===== src/rtl/aes_pkg.sv =====
// aes_pkg: shared GF(2^8) constants, multiplier and AES affine transforms
package aes_pkg;
  localparam logic [7:0] AFFINE_C     = 8'h63;
  localparam logic [7:0] INV_AFFINE_D = 8'h05;
  localparam logic [8:0] GF_POLY      = 9'h11B;
  function automatic logic [7:0] gf_mul(input logic [7:0] a, input logic [7:0] b);
    logic [7:0] p;
    logic [7:0] x;
    p = '0;
    x = a;
    for (int i = 0; i < 8; i++) begin
      p = b[i] ? (p ^ x) : p;
      x = x[7] ? ({x[6:0], 1'b0} ^ GF_POLY[7:0]) : {x[6:0], 1'b0};
    end
    return p;
  endfunction
  function automatic logic [7:0] affine(input logic [7:0] a);
    logic [7:0] b;
    b = '0;
    for (int i = 0; i < 8; i++)
      b[i] = a[i] ^ a[(i + 4) % 8] ^ a[(i + 5) % 8] ^ a[(i + 6) % 8] ^ a[(i + 7) % 8] ^ AFFINE_C[i];
    return b;
  endfunction
  function automatic logic [7:0] inv_affine(input logic [7:0] a);
    logic [7:0] b;
    b = '0;
    for (int i = 0; i < 8; i++)
      b[i] = a[(i + 2) % 8] ^ a[(i + 5) % 8] ^ a[(i + 7) % 8] ^ INV_AFFINE_D[i];
    return b;
  endfunction
endpackage


===== src/rtl/gf256_inv.sv =====
// gf256_inv: combinational GF(2^8) inverse as a^254, with 0 mapping to 0
module gf256_inv
  import aes_pkg::*;
(
  input  logic [7:0] a,
  output logic [7:0] a_inv
);
  logic [7:0] a2, a3, a6, a12, a15, a30, a60, a120, a240, a252;
  // addition chain for a^254 = a^-1; zero input naturally yields zero
  always_comb begin
    a2    = gf_mul(a, a);
    a3    = gf_mul(a2, a);
    a6    = gf_mul(a3, a3);
    a12   = gf_mul(a6, a6);
    a15   = gf_mul(a12, a3);
    a30   = gf_mul(a15, a15);
    a60   = gf_mul(a30, a30);
    a120  = gf_mul(a60, a60);
    a240  = gf_mul(a120, a120);
    a252  = gf_mul(a240, a12);
    a_inv = gf_mul(a252, a2);
  end
endmodule


===== src/rtl/sbox_combi.sv =====
// sbox_combi: AES forward/inverse S-box with optional registered copy
module sbox_combi
  import aes_pkg::*;
#(
  parameter bit OUT_REG = 1
) (
  input  logic       clk,
  input  logic       rst,
  input  logic       en_or_de,
  input  logic [7:0] sbox_in,
  output logic [7:0] sbox_out,
  output logic [7:0] sbox_out_q
);
  logic [7:0] pre_inv, post_inv;
  // pre-inverse mux: decrypt undoes the affine step before inversion
  always_comb pre_inv = en_or_de ? sbox_in : inv_affine(sbox_in);
  gf256_inv u_inv (.a(pre_inv), .a_inv(post_inv));
  // post-inverse mux: encrypt applies the affine step after inversion
  always_comb sbox_out = en_or_de ? affine(post_inv) : post_inv;
  if (OUT_REG) begin : g_reg
    logic [7:0] out_d, out_q;
    // registered copy simply follows the combinational result
    always_comb out_d = sbox_out;
    // output register with synchronous clear
    always_ff @(posedge clk)
      if (rst) out_q <= '0;
      else out_q <= out_d;
    assign sbox_out_q = out_q;
  end else begin : g_noreg
    assign sbox_out_q = '0;
  end
endmodule


===== config.mk =====
export PLATFORM = sky130hd
export DESIGN_NAME = sbox_combi
export DESIGN_NICKNAME = d
export VERILOG_FILES = /design/src/rtl/aes_pkg.sv /design/src/rtl/gf256_inv.sv /design/src/rtl/sbox_combi.sv
export SDC_FILE = /design/constraint.sdc
export NUM_CORES = 1
export LEC_CHECK = 0
export BUFFER_PORTS_ARGS = -buffer_cell sky130_fd_sc_hd__buf_2
export CAP_MARGIN = 10
export CORE_MARGIN = 10
export CORE_UTILIZATION = 26
export CTS_CLUSTER_DIAMETER = 150
export DETAILED_ROUTE_END_ITERATION = 8
export PLACE_DENSITY_LB_ADDON = 0.2
export SLEW_MARGIN = 5
export SYNTH_ARGS = -nofsm -noshare
export SYNTH_HDL_FRONTEND = slang
export SYNTH_HIERARCHICAL = 1
export SYNTH_SLANG_ARGS = --single-unit

===== constraint.sdc =====
create_clock -name clk -period 43.5 [get_ports clk]
set_clock_uncertainty 0.1 [all_clocks]
set_input_delay 0 -clock clk [delete_from_list [all_inputs] [get_ports clk]]
set_output_delay 0 -clock clk [all_outputs]
set_load 0.01 [all_outputs]

==> results.cfg <==
[floorplanning]
start_util = 0.264
dieArea_um2 = 52600
die_h_um = 229
die_x_um = 229
core_um2 = 43200
ios = 27
rows = 76

[setup_path]
crit_path_start = sbox_in[4]
startpoint_type = primary input
critical-path-max-stage-delay_ns = 0.80
crit_path_top_delay_cell = xnor2_2
cp_common_cell = xnor2_1
crit_required_ns = 43.40
cp_max_fo = 32
cp-endpoint = sbox_out[3]
cp.arrival_ns = 20.48
path_class = in -> out
cp-end-kind = output port

[placement]
placedCellCount = 1961
place_ws_ns = 22.38
routabilityCongestion = 0.788
hpwl_mm = 22.7
port_buffers = 26

[route]
wire_per_inst_um = 15.9
dr.pass1.iters = 7
drt_iter0_drc = 697
vias_per_cell = 4.70
antenna_left = 0
vias = 9240
drc_errors = 0
wl_mm = 31.3

[grt]
overflow = 0
grt_max_degree = 36
track_usage = 0.116
grt_pass1_vias = 9108
antenna_found_initial = 0
grt_pass1_wl_mm = 51.5

[cells_and_area]
diodes = 0
final_util = 0.283
fill_cells = 4662
syn_to_final_growth_pct = 7.15
nets = 1401
largest_register_ffs = 8
drive_gt1_frac = 0.139
layoutNonFillerInstCount = 1966

[hold_path]
min_path_type = in -> reg

[synthesis]
yosysTopAreaCell = xnor2_1
yosysTopAreaCellShare = 0.211
synth_cells = 1405
synthTopCellsByArea = xnor2_1, xnor3_1, xor2_1
ys_ff_latch = 8
synth.distinct_cells = 91
ys_warn_count = 6
syn_avg_cell_area_um2 = 8.11
yosysSeqAreaShare = 0.0141
syn_area_um2 = 11400
async_flop_share = 0
synth_edf_count = 0
synth_top_flop_cell = dfxtp_1
synthesis.nets = 1423

[clocking]
cts_root_buffer = clkbuf_16
htreeDepth = 1
clock_path_buffers = 2
cts_hold_buf = 0
post_cts_resized = 0
cts-buffers-inserted = 3
cts_sinks = 8
cts_setup_buffers = 0
clk_pin_slew_worst_paths_ns = 0.04
cts_tree = done

[sta]
slew_viol_final = 0
finalWorstSetupSlack_ns = 22.92
finalHoldViolCount = 0
tightest_slew_ns = 1.12
fin_crit_sh = 0.473
grt_setup_unrepaired = no
tns_ns = 0
fmax_mhz = 48.6
slew_headroom = 0.250
setup_viol = 0
fin_crit_ns = 20.58

[outcome]
status = complete, no violations

[job]
cap_violations = 0
## worst max-delay path: cells and delay by family
| family | cells | cell delay [ns] |
|---|---|---|
| muxes | 2 | 0.56 |
| and+or+nand+nor | 8 | 1.30 |
| buffers and inverters | 8 | 2.09 |
| AOI/OAI and AO/OA | 10 | 2.21 |
| adders and majority gates | 4 | 1.70 |
| xor gates and xnor gates | 35 | 12.50 |
## through the flow
step	hold slack [ns]	instance area [um^2]
3_5_place_dp	0.301	12100
3_3_place_gp	0.300	12100
4_1_cts	0.126	12200
5_1_grt	0.191	12200
6_report	0.125	12200
2_1_floorplan	0.0762	11400
## cells by family after synthesis
group | synth area share
flip-flops | 0.0141
multiplexers | 0.0596
XOR/XNOR | 0.544
AND/OR/NAND/NOR | 0.197
AO/OA/AOI/OAI | 0.128
buffers and inverters | 0.0500
adder cells (fa/ha/maj) | 0.00769
## cells in the final DEF, fill, tap and decap left out, types with 10 or more instances in the layout
cell and count:
xnor2_1 273, mux2i_1 47, buf_4 37, nor2b_1 18
nor3_1 25, buf_2 26, nand3_1 31, o21ai_1 11
inv_1 24, nor2_1 141, o21ai_0 23, xnor2_2 39
xor2_1 96, nand2_1 182, o22ai_1 17, a21oi_1 50
xor2_2 15, xnor3_1 60, nand2b_1 26, or3_1 10
## worst min path at each step
| stage | startpoint | to | slack, ns | cells past startpoint |
|---|---|---|---|---|
| 2_1_floorplan | en_or_de | sbox_out[2] | 0.08 | 2 |
| 4_1_cts | rst | sbox_out_q[4] | 0.13 | 3 |
| 5_1_grt | rst | sbox_out_q[1] | 0.19 | 3 |
| 3_3_place_gp | sbox_out_q[7] | sbox_out_q[7] | 0.30 | 1 |
| 6_report | rst | sbox_out_q[4] | 0.13 | 3 |
| 3_5_place_dp | sbox_out_q[6] | sbox_out_q[6] | 0.30 | 1 |
## per-layer routing
layer / track usage / vias to the layer above / share of wire
li1: - / 4691 / -
met1: 0.161 / 4393 / 0.49
met2: 0.202 / 147 / 0.48
met3: 0.00532 / 9 / 0.027
met4: 0.00766 / 0 / 0.0035
met5: 0 / - / 0
## synthesized netlist by cell type, types with 26 or more instances
| library cell | instances |
|---|---|
| nand2b_1 | 26 |
| xnor2_1 | 275 |
| nand3_1 | 31 |
| xor2_1 | 97 |
| a21oi_1 | 50 |
| o21ai_0 | 27 |
| nor2_1 | 141 |
| xnor2_2 | 37 |
| nand2_1 | 182 |
| clkbuf_1 | 46 |
| xnor3_1 | 60 |
| mux2i_1 | 47 |
## area by class of cell
cell class / instances / area (um^2) / share of cell area
Multi-Input combinational cell: 1274 / 10700 / 0.877
Tap cell: 585 / 732 / 0.0600
Clock buffer: 3 / 75.1 / 0.00615
Timing Repair Buffer: 63 / 408 / 0.0334
Sequential cell: 8 / 160 / 0.0131
Inverter: 33 / 124 / 0.0101
Power is left out: the tool's default activity adds up to more than one toggle a clock period on the data nets, which glitch-free logic cannot reach.
